`src/rtl/jedro_1_ifu_pkg.sv`:
```
// Shared types and constants for the jedro_1 instruction fetch unit.
package jedro_1_ifu_pkg;

    localparam logic [31:0] JEDRO_1_NOP       = 32'h0000_0013;
    localparam logic [31:0] JEDRO_1_BOOT_ADDR = 32'h8000_0000;

    typedef struct packed {
        logic [31:0] instr;
        logic [31:0] addr;
    } ifu_entry_t;

endpackage

```
`src/rtl/jedro_1_ifu_fifo.sv`:
```
// Prefetch FIFO of {instr, addr} entries; flush takes priority over push.
module jedro_1_ifu_fifo
    import jedro_1_ifu_pkg::*;
#(
    parameter int DEPTH = 2,
    localparam int AW = $clog2(DEPTH)
) (
    input  logic       clk_i,
    input  logic       rst_i,
    input  logic       push_i,
    input  ifu_entry_t data_i,
    input  logic       pop_i,
    input  logic       flush_i,
    output ifu_entry_t data_o,
    output logic       empty_o,
    output logic       full_o,
    output logic [AW:0] count_o
);

    ifu_entry_t  mem_q [DEPTH];
    logic [AW:0] wptr_q, wptr_d;
    logic [AW:0] rptr_q, rptr_d;

    always_comb begin
        wptr_d = wptr_q;
        rptr_d = rptr_q;
        if (flush_i) begin
            wptr_d = '0;
            rptr_d = '0;
        end else begin
            if (push_i) wptr_d = wptr_q + 1'b1;
            if (pop_i)  rptr_d = rptr_q + 1'b1;
        end
    end

    always_ff @(posedge clk_i or posedge rst_i) begin
        if (rst_i) begin
            wptr_q <= '0;
            rptr_q <= '0;
            for (int i = 0; i < DEPTH; i++) mem_q[i] <= '0;
        end else begin
            wptr_q <= wptr_d;
            rptr_q <= rptr_d;
            if (push_i && !flush_i) mem_q[wptr_q[AW-1:0]] <= data_i;
        end
    end

    assign data_o  = mem_q[rptr_q[AW-1:0]];
    assign count_o = wptr_q - rptr_q;
    assign empty_o = (wptr_q == rptr_q);
    assign full_o  = (wptr_q[AW] != rptr_q[AW]) &&
                     (wptr_q[AW-1:0] == rptr_q[AW-1:0]);

endmodule

```
`src/rtl/jedro_1_ifu.sv`:
```
// jedro_1 instruction fetch unit: PC, ROM read port, prefetch FIFO.
// Optional misaligned-jump trap via JEDRO_1_IFU_MISALIGN_CHECK_EN.
module jedro_1_ifu
    import jedro_1_ifu_pkg::*;
#(
    parameter logic [31:0] BOOT_ADDR = JEDRO_1_BOOT_ADDR,
    parameter int          DEPTH     = 2
) (
    input  logic        clk_i,
    input  logic        rst_i,
    output logic        imem_rd_o,
    output logic [31:0] imem_addr_o,
    input  logic [31:0] imem_data_i,
    input  logic        jmp_i,
    input  logic [31:0] jmp_addr_i,
    output logic        instr_valid_o,
    input  logic        dec_ready_i,
    output logic [31:0] instr_o,
    output logic [31:0] instr_addr_o
`ifdef JEDRO_1_IFU_MISALIGN_CHECK_EN
    ,
    output logic        misaligned_o
`endif
);

    localparam int AW = $clog2(DEPTH);
    localparam int CW = AW + 2;

    logic [31:0] pc_q, pc_d;
    logic [31:0] addr_q, addr_d;
    logic        inflight_q, inflight_d;
    logic [31:0] jmp_tgt;
    logic        jmp_bad;
    logic        blocked;
    logic        push, pop, empty, full;
    logic [AW:0] count;
    logic [CW-1:0] occ;
    ifu_entry_t  wr_entry, head;

`ifdef JEDRO_1_IFU_MISALIGN_CHECK_EN
    logic mis_q, mis_d;

    assign jmp_tgt = jmp_addr_i;
    assign jmp_bad = jmp_i & (|jmp_addr_i[1:0]);
    assign mis_d   = jmp_i ? jmp_bad : mis_q;
    assign blocked = mis_q;
    assign misaligned_o = mis_q;

    always_ff @(posedge clk_i or posedge rst_i) begin
        if (rst_i) mis_q <= 1'b0;
        else       mis_q <= mis_d;
    end
`else
    assign jmp_tgt = jmp_addr_i & ~32'h3;
    assign jmp_bad = 1'b0;
    assign blocked = 1'b0;
`endif

    assign instr_valid_o = ~empty & ~jmp_i & ~blocked;
    assign pop  = instr_valid_o & dec_ready_i;
    assign push = inflight_q & ~jmp_i;
    // Words already buffered or on their way, after this cycle's pop.
    assign occ  = CW'(count) + CW'(inflight_q) - CW'(pop);

    assign imem_addr_o = jmp_i ? jmp_tgt : pc_q;
    assign imem_rd_o   = ~rst_i &
                         (jmp_i ? ~jmp_bad : (~blocked & (occ < CW'(DEPTH))));

    always_comb begin
        pc_d       = pc_q;
        addr_d     = addr_q;
        inflight_d = imem_rd_o;
        if (imem_rd_o) begin
            pc_d   = imem_addr_o + 32'd4;
            addr_d = imem_addr_o;
        end
    end

    always_ff @(posedge clk_i or posedge rst_i) begin
        if (rst_i) begin
            pc_q       <= BOOT_ADDR;
            addr_q     <= '0;
            inflight_q <= 1'b0;
        end else begin
            pc_q       <= pc_d;
            addr_q     <= addr_d;
            inflight_q <= inflight_d;
        end
    end

    assign wr_entry = '{instr: imem_data_i, addr: addr_q};

    jedro_1_ifu_fifo #(.DEPTH(DEPTH)) u_fifo (
        .clk_i   (clk_i),
        .rst_i   (rst_i),
        .push_i  (push),
        .data_i  (wr_entry),
        .pop_i   (pop),
        .flush_i (jmp_i),
        .data_o  (head),
        .empty_o (empty),
        .full_o  (full),
        .count_o (count)
    );

    assign instr_o      = head.instr;
    assign instr_addr_o = head.addr;

    logic unused_full;
    assign unused_full = full;

endmodule

```
`config.mk`:
```
export PLATFORM = sky130hd
export DESIGN_NAME = jedro_1_ifu
export DESIGN_NICKNAME = d
export VERILOG_FILES = /design/src/rtl/jedro_1_ifu_pkg.sv /design/src/rtl/jedro_1_ifu_fifo.sv /design/src/rtl/jedro_1_ifu.sv
export SDC_FILE = /design/constraint.sdc
export NUM_CORES = 1
export LEC_CHECK = 0
export CORE_ASPECT_RATIO = 0.6
export CORE_MARGIN = 3
export CORE_UTILIZATION = 53
export DETAILED_ROUTE_END_ITERATION = 6
export PLACE_DENSITY = 0.8
export RECOVER_POWER = 100
export SYNTH_ARGS = -nofsm -noshare
export SYNTH_HDL_FRONTEND = slang
export SYNTH_SLANG_ARGS = --single-unit
```
`constraint.sdc`:
```
create_clock -name clk_i -period 10.3 [get_ports clk_i]
set_input_delay 1.545 -clock clk_i [delete_from_list [all_inputs] [get_ports clk_i]]
set_output_delay 1.545 -clock clk_i [all_outputs]
set_load 0.05 [all_outputs]
```
==> metrics.cfg <==
[synthesis]
ys_seq_area_share_pct = 52.5
synth_top_area_share_pct = 52.2
syn-instance-count = 772
syn_avg_cell_area_um2 = 12.1
synth-seq-cells = 195
ys_types = 51
syn_area_mm2 = 0.00930
synthTopCellsByArea = dfrtp_1 52%, mux2_2 25%, nand2_1 4.2%, mux2i_1 2.2%, o21ai_0 2.1%
yosysTopAreaCell = dfrtp_1
synth_edf_count = 0
synthArstFlopShare_pct = 100
ys.flop_type = dfrtp_1
synth_fp_nets = 844
yosysWarnings = 0

[global_routing]
grt.total_usage_pct = 22.7
antenna_found_initial = 0
first_global_vias = 6328
grt_pass1_wl_um = 34200
grt_max_degree = 133
grt-ovfl-total = 0

[setup_path]
timing.critical_path.from = jmp_i
startpoint_type = input port
critPathCapture = imem_rd_o
r2r_cells = 13
end_kind = output pin
rr_endpoint = addr_q[30]$_DFFE_PP0P_
worstSetupPathType = in -> out
crit_path_max_fanout = 69
cp.arrival_ps = 6420
rrSetupSlack_ps = 4420
required_ps = 8760
r2r-start = u_fifo.wptr_q[0]$_DFFE_PP0P_

[timing]
worstMarginPinSlew_ps = 4120
clock.fmax_ghz = 0.125
slew_headroom_pct = -175
setup_viol = 0
min_period_ps = 7970
period_share_pct = 77.4
fin_tns_setup_ps = 0
hold_viol = 0
setup_slack_ps = 2330
rsz0062_at_grt = no
skew_ps = 16.2
report.final.slew_viol_count = 409

[pwr]
p_leak_nw = 5.10
ir_drop_v = 0.000205
power_density_mw_per_mm2 = 370

[die]
die_area_mm2 = 0.0192
fp-row-count = 36
io_pins = 166
initial_core_util_pct = 55.7
core_area_mm2 = 0.0167
die_y_um = 109
die_w_um = 177

[worst_hold_path]
worstHoldPathType = reg -> reg
hold_depth = 2

[placement]
gp_congestion = 0.875
dp_cells = 1128
dp.final_hpwl_um = 14100
port_buffers = 163
pre_cts_slack_ps = 3580

[layout]
layoutNonFillerInstCount = 1160
n_fill_cell = 1258
drive_gt1_share_pct = 24.9
syn2layout_area_growth_pct = 25.1
fin_nets = 991
antennaDiodeCount = 0
multiInputGateArea_mm2 = 0.00410
regArea_mm2 = 0.00488

[outcome]
status = finished with violations
failed_checks = max-capacitance violations, max-slew violations

[cts]
cts_setup_buffers = 0
ctsResizeCount = 0
cts_inserted_buffers = 17
cts-root-buf = clkbuf_16
cts_sinks = 195
path_clk_slew_ps = 80
cts.htree.levels = 4
cts_hold_buffers = 0
cts_tree = yes
worstSkewPairLatency_ps = 430
clock_path_buffers = 2

[routing]
ant_nets = 0
drtPass1Iterations = 5
viasPerCell = 5.56
via_count = 6448
finalWirelength_um = 21300
drc = 0
drt_iter0_markers = 537
wl_per_cell_um = 18.3

[job]
cap_violations = 6

[logic make-up (layout without fill, tap and decap cells)]
logic type | Yosys count | in the layout | share of synthesized area (%)
muxes | 223 | 223 | 26.7
DFF | 195 | 195 | 52.5
and+or+nand+nor | 186 | 186 | 9.63
AOI/OAI and AO/OA | 76 | 76 | 5.15
buffers and inverters | 67 | 227 | 3.43
xor gates and xnor gates | 21 | 21 | 1.98
adders and majority gates | 4 | 4 | 0.619
[how the worst min path moves through the flow]
stage | start | endpoint
floorplan | pc_q[28]$_DFFE_PP0P_ | pc_q[28]$_DFFE_PP0P_
detailed placement | pc_q[31]$_DFFE_PP1P_ | pc_q[31]$_DFFE_PP1P_
finish | pc_q[31]$_DFFE_PP1P_ | pc_q[31]$_DFFE_PP1P_
CTS | pc_q[31]$_DFFE_PP1P_ | pc_q[31]$_DFFE_PP1P_
global route | u_fifo.mem_q[21]$_DFFE_PP0P_ | u_fifo.mem_q[21]$_DFFE_PP0P_
global placement | pc_q[31]$_DFFE_PP1P_ | pc_q[31]$_DFFE_PP1P_
[Yosys cell counts (2+ instances only)]
| cell type | n |
|---|---|
| nand4b_1 | 3 |
| dfrtp_1 | 194 |
| buf_1 | 5 |
| a211oi_1 | 4 |
| nor4b_1 | 2 |
| mux2_2 | 203 |
| a222oi_1 | 2 |
| o211ai_1 | 4 |
| inv_1 | 24 |
| nand3_1 | 19 |
| a22oi_1 | 4 |
| and3_1 | 3 |
| clkbuf_1 | 15 |
| nand4_1 | 11 |
| a21oi_1 | 6 |
| xor2_1 | 4 |
| xnor2_1 | 17 |
| clkbuf_8 | 3 |
| and4_1 | 2 |
| a211o_2 | 2 |
| o31ai_1 | 6 |
| a31oi_1 | 2 |
| ha_1 | 3 |
| nor2b_1 | 3 |
| mux2i_1 | 20 |
| nand2_1 | 104 |
| nand3b_1 | 11 |
| or4_1 | 2 |
| nor3_1 | 2 |
| nor2_1 | 11 |
| buf_6 | 2 |
| and2_1 | 3 |
| buf_2 | 18 |
| nor4_1 | 3 |
| o21ai_0 | 39 |
[worst max-delay path: stages]
cell	delay [ps]
clkbuf_1	130
clkbuf_1	2380
nand2_1	370
and3_2	430
inv_1	550
dlygate4sd3_1	980
[cell usage in the layout (no fill, tap or decap), types with 8 or more instances in the layout]
cell type and count:
dfrtp_1 193, mux2_2 187, nand2_1 104, dlygate4sd3_1 83, clkdlybuf4s50_1 79, o21ai_0 39, inv_1 23, mux2i_1 20
nand3_1 19, xnor2_1 17, clkbuf_16 17, mux2_1 16, nand3b_1 11, nor2_1 11, nand4_1 11, clkbuf_1 8
[cell type report]
cell class,instances,share of cell area (%)
Tap cell,228,2.45
Clock inverter,15,1.61
Clock buffer,17,3.65
Timing Repair Buffer,171,14.3
Multi-Input combinational cell,510,35.3
Inverter,24,0.838
Sequential cell,195,41.9
[through the flow]
step	utilization, %	power (mW)	instance area [µm²]	hold WS, ps
3_3_place_gp	66.2	3.63	11100	461
4_1_cts	69.9	4.37	11700	471
5_1_grt	69.7	4.55	11600	514
6_report	69.7	4.30	11600	467
2_1_floorplan	-	3.03	9300	447
3_5_place_dp	66.2	3.68	11100	460
[routing by layer]
metal	GRT usage, %	share of wire, %
met2	33.8	44
met4	4.09	0.44
met1	34.9	49
met5	0	0
met3	4.42	6.2
[where the power goes]
part | switching (mW) | leakage (nW) | internal [mW]
Clock | 0.327 | 0.294 | 0.351
Combinational | 1.40 | 2.40 | 0.886
Sequential | 0.207 | 2.41 | 1.14
[flip-flops by register name (all words and copies together) (netlist names)]
| signal | count |
|---|---|
| inflight_q | 1 |
| u_fifo.wptr_q | 2 |
| addr_q | 32 |
| pc_q | 30 |
| u_fifo.rptr_q | 2 |
| u_fifo.mem_q | 128 |
No activity file was read; power rests on OpenSTA's default activity.
